**config.mk**
```make
export PLATFORM = sky130hd
export DESIGN_NAME = mem_resp_multi
export DESIGN_NICKNAME = d
export VERILOG_FILES = /design/src/rtl/mem_resp_multi.sv
export SDC_FILE = /design/constraint.sdc
export NUM_CORES = 1
export LEC_CHECK = 0
export CAP_MARGIN = 20
export CORE_MARGIN = 4
export CORE_UTILIZATION = 40
export DETAILED_ROUTE_END_ITERATION = 12
export PLACE_DENSITY = 0.81
export SLEW_MARGIN = 10
export SYNTH_ARGS = -nofsm -noshare
export SYNTH_HDL_FRONTEND = slang
export SYNTH_SLANG_ARGS = --single-unit
```
**constraint.sdc**
```tcl
create_clock -name iCLK -period 4.22 [get_ports iCLK]
set_clock_uncertainty 0.15 [all_clocks]
set_input_delay 0.422 -clock iCLK [delete_from_list [all_inputs] [get_ports iCLK]]
set_output_delay 0.422 -clock iCLK [all_outputs]
set_load 0.05 [all_outputs]
```
**src/rtl/mem_resp_multi.sv**
```systemverilog
// mem_resp_multi: multicycle memory responder between a multicycle CPU
// control path and a synchronous single-port SRAM (read data one cycle after
// the address). A level request is accepted in IDLE. It then passes through
// WAIT_CYCLES wait states, one SRAM ACCESS cycle and one RESP cycle that
// pulses oReady. RELEASE then waits for the request to drop, so a held
// request is serviced only once.
//
// Ports:
//   iCLK, iRST        clock, synchronous active-high reset
//   iMemRead/Write    level requests (both high is an error)
//   iAddress          byte address, latched at acceptance
//   iWriteData        store data, latched at acceptance
//   iByteEn           store byte-lane enables, latched at acceptance
//   oReadData         registered load data, held until the next read completes
//   oReady, oErr      one-cycle completion / error pulses (oErr only with oReady)
//   oBusy             high in every state except IDLE
//   oSramAddr/We/Be/WData, iSramRData   SRAM port
module mem_resp_multi #(
   parameter int unsigned WAIT_CYCLES = 1,
   parameter logic [31:0] ADDR_BASE   = 32'h0000_0000,
   parameter int unsigned DEPTH_WORDS = 4096
) (
   input  logic                           iCLK,
   input  logic                           iRST,
   input  logic                           iMemRead,
   input  logic                           iMemWrite,
   input  logic [31:0]                    iAddress,
   input  logic [31:0]                    iWriteData,
   input  logic [3:0]                     iByteEn,
   output logic [31:0]                    oReadData,
   output logic                           oReady,
   output logic                           oErr,
   output logic                           oBusy,
   output logic [$clog2(DEPTH_WORDS)-1:0] oSramAddr,
   output logic                           oSramWe,
   output logic [3:0]                     oSramBe,
   output logic [31:0]                    oSramWData,
   input  logic [31:0]                    iSramRData
);

   localparam int unsigned AW        = $clog2(DEPTH_WORDS);
   localparam logic [3:0]  WAIT_LOAD = (WAIT_CYCLES > 0) ? 4'(WAIT_CYCLES - 1) : 4'd0;

   typedef enum logic [2:0] {
      S_IDLE,
      S_WAIT,
      S_ACCESS,
      S_RESP,
      S_RELEASE
   } state_t;

   state_t         state, nextState;
   logic [3:0]     waitCnt;
   logic [AW-1:0]  wordAddrReg;
   logic [31:0]    dataReg;
   logic [3:0]     beReg;
   logic           writeReg;
   logic           errReg;
   logic [31:0]    readDataReg;

   logic [31:0]    byteOffset;
   logic           reqAny;
   logic           reqErr;

   // Addresses below ADDR_BASE wrap to a huge offset, so a single range
   // check covers both ends of the window.
   assign byteOffset = iAddress - ADDR_BASE;
   assign reqAny     = iMemRead | iMemWrite;
   assign reqErr     = (iMemRead & iMemWrite)
                     | (iAddress[1:0] != 2'b00)
                     | ((byteOffset >> (AW + 2)) != '0);

   // State register
   always_ff @(posedge iCLK) begin
      if (iRST) state <= S_IDLE;
      else      state <= nextState;
   end

   // Next-state logic
   always_comb begin
      nextState = state;
      case (state)
         S_IDLE: begin
            if (reqAny) begin
               if (reqErr)               nextState = S_RESP;
               else if (WAIT_CYCLES > 0) nextState = S_WAIT;
               else                      nextState = S_ACCESS;
            end
         end
         S_WAIT:    if (waitCnt == 4'd0) nextState = S_ACCESS;
         S_ACCESS:  nextState = S_RESP;
         S_RESP:    nextState = S_RELEASE;
         S_RELEASE: if (!reqAny) nextState = S_IDLE;
         default:   nextState = S_IDLE;
      endcase
   end

   // Request latches, wait counter and read-data register
   always_ff @(posedge iCLK) begin
      if (iRST) begin
         waitCnt     <= '0;
         wordAddrReg <= '0;
         dataReg     <= '0;
         beReg       <= '0;
         writeReg    <= 1'b0;
         errReg      <= 1'b0;
         readDataReg <= '0;
      end else begin
         case (state)
            S_IDLE: begin
               if (reqAny) begin
                  wordAddrReg <= byteOffset[AW+1:2];
                  dataReg     <= iWriteData;
                  beReg       <= iByteEn;
                  writeReg    <= iMemWrite;
                  errReg      <= reqErr;
                  waitCnt     <= WAIT_LOAD;
               end
            end
            S_WAIT: if (waitCnt != 4'd0) waitCnt <= waitCnt - 4'd1;
            // SRAM data for the ACCESS address is valid during RESP.
            S_RESP: if (!writeReg && !errReg) readDataReg <= iSramRData;
            default: ;
         endcase
      end
   end

   // Output logic. Strobes are masked by iRST so a reset landing in ACCESS
   // or RESP commits no write and produces no completion pulse.
   always_comb begin
      oReady  = 1'b0;
      oErr    = 1'b0;
      oSramWe = 1'b0;
      oSramBe = '0;
      oBusy   = (state != S_IDLE);
      case (state)
         S_ACCESS: begin
            if (writeReg) begin
               oSramWe = 1'b1;
               oSramBe = beReg;
            end
         end
         S_RESP: begin
            oReady = 1'b1;
            oErr   = errReg;
         end
         default: ;
      endcase
      if (iRST) begin
         oReady  = 1'b0;
         oErr    = 1'b0;
         oSramWe = 1'b0;
         oSramBe = '0;
      end
   end

   assign oSramAddr  = wordAddrReg;
   assign oSramWData = dataReg;
   assign oReadData  = readDataReg;

endmodule
```
==> results of run 1 <==
[cell type report]
cell class / count / area (um2)
clock buffer: 12 / 145
clock inverter: 4 / 76.3
fill: 736 / 3000
inverter: 6 / 22.5
multi-input combinational: 296 / 1600
sequential: 89 / 1780
tap: 108 / 135
timing repair buffer: 194 / 1930
[worst register-to-register path, cell delays in order, from the launching register on]
cell,delay (ns)
dfxtp_1,0.50
or3b_4,0.45
or4b_1,0.51
a21oi_1,0.17
[worst min-delay path by stage]
stage | startpoint | endpoint | cells past startpoint
6_report | iRST | state[0]$_SDFFE_PP0P_ | 3
5_1_grt | iRST | state[0]$_SDFFE_PP0P_ | 3
4_1_cts | iRST | state[0]$_SDFFE_PP0P_ | 3
3_5_place_dp | oReadData[15]$_SDFFE_PP0P_ | oReadData[15]$_SDFFE_PP0P_ | 2
3_3_place_gp | oReadData[17]$_SDFFE_PP0P_ | oReadData[17]$_SDFFE_PP0P_ | 2
2_1_floorplan | waitCnt[3]$_SDFFE_PP0P_ | waitCnt[3]$_SDFFE_PP0P_ | 2
[synth_stat cells]
library cell / number
a21o_1: 1
a21oi_1: 85
a221o_1: 1
a221oi_1: 1
a41o_1: 1
and2_1: 4
and3_1: 1
and3b_1: 1
and4b_1: 1
buf_1: 2
buf_2: 3
buf_4: 1
clkbuf_1: 40
dfxtp_1: 89
ha_1: 2
inv_1: 5
inv_2: 1
nand2_1: 4
nand2b_1: 1
nand3_1: 82
nand3b_1: 1
nand4_1: 2
nand4b_1: 1
nor2_1: 5
nor3_2: 1
nor3b_1: 1
nor4_1: 5
nor4b_1: 1
o211a_1: 2
o21ai_0: 35
o21ai_1: 49
o2bb2ai_1: 1
o31ai_1: 1
or2_2: 2
or3_1: 1
or3b_1: 1
or3b_4: 1
or4b_1: 1
[cell families (layout without fill, tap and decap cells)]
family                     after synthesis  in the layout
DFF                                     89             89
AOI/OAI and AO/OA                      177            177
buffers and inverters                   52            216
adders and majority gates                2              2
and+or+nand+nor                        117            117
[state kept, by name, summed over array words and instances (netlist names)]
signal	cells
errReg	1
oSramWData	32
state	3
writeReg	1
waitCnt	4
oSramAddr	12
oReadData	32
beReg	4
[power breakdown]
group / internal [mW] / total, mW / leakage [nW] / switching [mW]
registers: 0.904 / 0.943 / 0.726 / 0.0386
clock network: 0.352 / 0.648 / 0.107 / 0.297
logic: 0.253 / 0.692 / 1.14 / 0.439
total: 1.51 / 2.28 / 1.97 / 0.774
[routing by layer]
layer | global-route usage (%) | wire length [um] | vias up | share of wire (%)
met5 | 0 | 0 | - | 0
met4 | 6.86 | 296 | 0 | 2.4
met3 | 4.64 | 559 | 23 | 4.6
met2 | 39.2 | 6460 | 105 | 53
met1 | 27.5 | 4800 | 1841 | 40
li1 | - | - | 1894 | -
[per-stage QoR]
stage | std cells | total power, mW
2_1_floorplan | 437 | 1.37
3_3_place_gp | 692 | 1.63
3_5_place_dp | 693 | 1.65
4_1_cts | 709 | 2.30
5_1_grt | 709 | 2.39
6_report | 709 | 2.28
==> impl_metrics.toml, run 1 <==
[placement]
place_ws_ns = 1.57
port_buffers = 187
place_area_um2 = 5460
gp_congestion = 0.785
dp_hpwl_um = 8340

[yosys]
ys_ff_latch = 89
synth_compound_area_share_pct = 25.8
syn_area_um2 = 3560
synthSimpleGateAreaFrac_pct = 17.8
synth_area_per_cell_um2 = 8.15
synth_area_leaders = "dfxtp_1, a21oi_1, nand3_1, o21ai_1, o21ai_0"
yosys_warnings = 0
yosysSeqAreaShare_pct = 50.0
synth-xor-area-share_pct = 0
synth_top_family_by_area = "compound AO/OA/AOI/OAI gates"
synth_fa_ha_area_share_pct = 0.702
synth_top_area_share_pct = 50.0
synth_top_area_cell = "dfxtp_1"
synth_cell_types = 38
syn-instance-count = 437
muxShareOfSynthArea_pct = 0
synth_nets = 543

[sta]
max_slew_margin_pct = 31.9
final_hold_viol_count = 0
max_freq_ghz = 0.336
rsz0062_at_grt = "no"
period_share_pct = 70.6
finalSetupTns_ns = 0
timing.hold.ws_ns = 0.251
worst_slack_ns = 1.24
slew_viol_final = 0
fin_crit_ns = 2.98
tightest_slew_ns = 1.02
setup_viol = 0

[drt]
viasPerCell = 5.45
initialDrtViolationCount = 196
ant_nets = 0
drt-wirelength-per-cell_um = 17.1
dr.pass1.iters = 5
wl_um = 12100
route.detailed.drc = 0
vias = 3863

[cts]
cts_tree = "built"
clkLatencyLatePin_ns = 0.35
cts_hold_buffers = 0
post-cts-setup-buffer-count = 0
cts_made_buffers = 9
clk_pin_slew_ns = 0.09
cts_resized = 0
cts_root_buf = "clkbuf_8"
h-tree-depth = 3
clk_path_buf_depth = 2
cts_sinks = 89

[critical_path]
cp-end-kind = "primary output"
slowest_stage = "clkdlybuf4s50_1"
crit_family = "buffers and inverters"
crit_type = "flip-flop to primary output"
cp_num_cells = 4
cp_cell_sequence = "and3b_1, buf_4, and3_1, clkdlybuf4s50_1"
start_kind = "flip-flop"
ff2ff_path_depth = 3
r2r_slack_ns = 2.36
arrival_ns = 2.41
crit_end = "oErr"
critPathMaxFanout = 33
startpoint = "state[1]$_SDFFE_PP0P_"
r2r-end = "waitCnt[3]$_SDFFE_PP0P_"
required_ns = 3.65
reg2reg_from = "state[0]$_SDFFE_PP0P_"
max_stage_delay_ns = 0.80
path_buf_inv = 2

[cells_and_area]
syn2layout_area_growth_pct = 59.5
layout_commonest_cell = "clkdlybuf4s50_1"
fin_area_um2 = 5680
layout.cells.most_common_list = "clkdlybuf4s50_1, dfxtp_1, a21oi_1"
fin_util_pct = 65.5
drive_gt1_share_pct = 4.83
fin_nets = 702
antenna_cells = 0

[floorplan]
die_w_um = 102
design.core.area_um2 = 8680
dieHeight_um = 102
rows = 34
start_util_pct = 41.1
ios = 188
fp.dieArea_um2 = 10500

[job]
max_cap_violations = 0

[global_routing]
grt_pass1_wl_um = 18600
grt.overflow.total = 0
antenna_found_initial = 0
grt_max_degree = 89
track_usage_pct = 22.4
grt_pass1_vias = 3720

[hold_path]
hold_class = "input port to flip-flop"

[status]
status = "finished, final reports clean"

[power]
powerDensity_nw_per_um2 = 402
ir_worst_vdd_mv = 0.240
p_leak_nw = 1.97
No activity file was read; power rests on OpenSTA's default activity.
==> run 2: changes to the inputs <==
Settings changed: CORE_UTILIZATION 40 to 39, PLACE_DENSITY 0.81 to 0.8.
Clock period 4.22 ns to 2.8 ns, I/O delays scaled along.
==> impl_metrics.toml, run 2 (synthesized netlist as in run 1, its figures left out) <==
[status]
status = "finished, final reports clean"

[floorplan]
start_util_pct = 40.5
dieHeight_um = 104
die_w_um = 104
rows = 34
design.core.area_um2 = 8810
fp.dieArea_um2 = 10700
ios = 188

[sta]
final_hold_viol_count = 0
tightest_slew_ns = 0.899
period_share_pct = 79.7
finalSetupTns_ns = 0
timing.hold.ws_ns = 0.0932
rsz0062_at_grt = "no"
max_freq_ghz = 0.448
fin_crit_ns = 2.23
setup_viol = 0
slew_viol_final = 0
max_slew_margin_pct = 40.0

[cts]
h-tree-depth = 3
cts_root_buf = "clkbuf_8"
clk_pin_slew_ns = 0.08
cts_made_buffers = 9
clk_path_buf_depth = 2
post-cts-setup-buffer-count = 0
cts_tree = "built"
cts_sinks = 89
cts_hold_buffers = 0
cts_resized = 0
clkLatencyLatePin_ns = 0.34

[job]
max_cap_violations = 0

[cells_and_area]
layout_commonest_cell = "clkdlybuf4s50_1"
drive_gt1_share_pct = 6.16
layout.cells.most_common_list = "clkdlybuf4s50_1, dfxtp_1, a21oi_1"
fin_util_pct = 63.9
syn2layout_area_growth_pct = 58.0
fin_nets = 703
antenna_cells = 0

[critical_path]
reg2reg_from = "state[1]$_SDFFE_PP0P_"
cp-end-kind = "primary output"
crit_type = "flip-flop to primary output"
start_kind = "flip-flop"
required_ns = 2.37
startpoint = "state[1]$_SDFFE_PP0P_"
arrival_ns = 1.80
critPathMaxFanout = 33

[power]
combPwrFrac_pct = 32.2
pwr-share-seq_pct = 44.1
clkPwrFrac_pct = 23.7
p_int_mw = 2.08
p_leak_nw = 1.97
swShare_pct = 35.3
powerDensity_nw_per_um2 = 572
ir_worst_vdd_mv = 0.304
switchingPower_mw = 1.14

[global_routing]
antenna_found_initial = 0
track_usage_pct = 21.6
grt_pass1_vias = 3904
grt_max_degree = 89
grt.overflow.total = 0
grt_pass1_wl_um = 19300

[drt]
vias = 3905
viasPerCell = 5.51
wl_um = 11900
dr.pass1.iters = 5
initialDrtViolationCount = 187
ant_nets = 0
drt-wirelength-per-cell_um = 16.8
route.detailed.drc = 0

[hold_path]
min-delay-start = "iRST"
hold_class = "input port to flip-flop"

[placement]
dp_hpwl_um = 8380
port_buffers = 187
gp_congestion = 0.817
## run 2: cell types whose count changed in the layout (fill, tap and decap cells not counted), sizes merged
cell / before / now
buf: 8 / 17
bufinv: 2 / 0
clkdlybuf4s50: 186 / 178
clkinv: 1 / 2
## run 2: area by class of cell
class	instances	area [um2]
sequential	89	1780
fill	767	3180
clock buffer	12	145
inverter	6	22.5
multi-input combinational	296	1600
clock inverter	3	17.5
timing repair buffer	195	1930
tap	108	135
## run 2: metal layers
| layer | routed length [um] | part of all wire (%) | up-vias | global-route usage (%) |
|---|---|---|---|---|
| met1 | 4660 | 39 | 1846 | 24.4 |
| li1 | - | - | 1892 | - |
| met4 | 495 | 4.1 | 0 | 11.3 |
| met3 | 661 | 5.5 | 35 | 5.29 |
| met5 | 0 | 0 | - | 0 |
| met2 | 6130 | 51 | 132 | 37.7 |
## run 2: path summary, 6_finish.rpt
check | end | slack (ns) | depth (start not counted)
min reg2reg | oReadData[21]$_SDFFE_PP0P_ | 0.33 | 2
max reg2reg | oSramWData[20]$_SDFFE_PP0P_ | 0.93 | 5
max | oErr | 0.57 | 4
min | state[0]$_SDFFE_PP0P_ | 0.09 | 3
## run 2: power by group through the flow
stage | combinational [mW] | clock (mW) | sequential, mW
after global placement | 1.02 | 0 | 1.44
after global routing | 1.10 | 0.844 | 1.43
after detailed placement | 1.04 | 0 | 1.45
final | 1.04 | 0.761 | 1.42
after CTS | 1.04 | 0.786 | 1.42
after floorplan | 0.349 | 0 | 1.72
## run 2: through the flow
stage	cells	power, mW	instance area (um2)	worst slack [ns]
4_1_cts	709	3.25	5630	0.550
2_1_floorplan	437	2.07	3560	0.755
3_3_place_gp	694	2.47	5470	0.821
6_report	709	3.22	5630	0.568
5_1_grt	709	3.38	5630	0.427
3_5_place_dp	694	2.49	5470	0.707
## run 2: critical path: stages (launching register included)
cell and delay [ns]:
dfxtp_1 0.52, and3b_1 0.21, buf_4 0.32, and3_1 0.26, buf_12 0.15
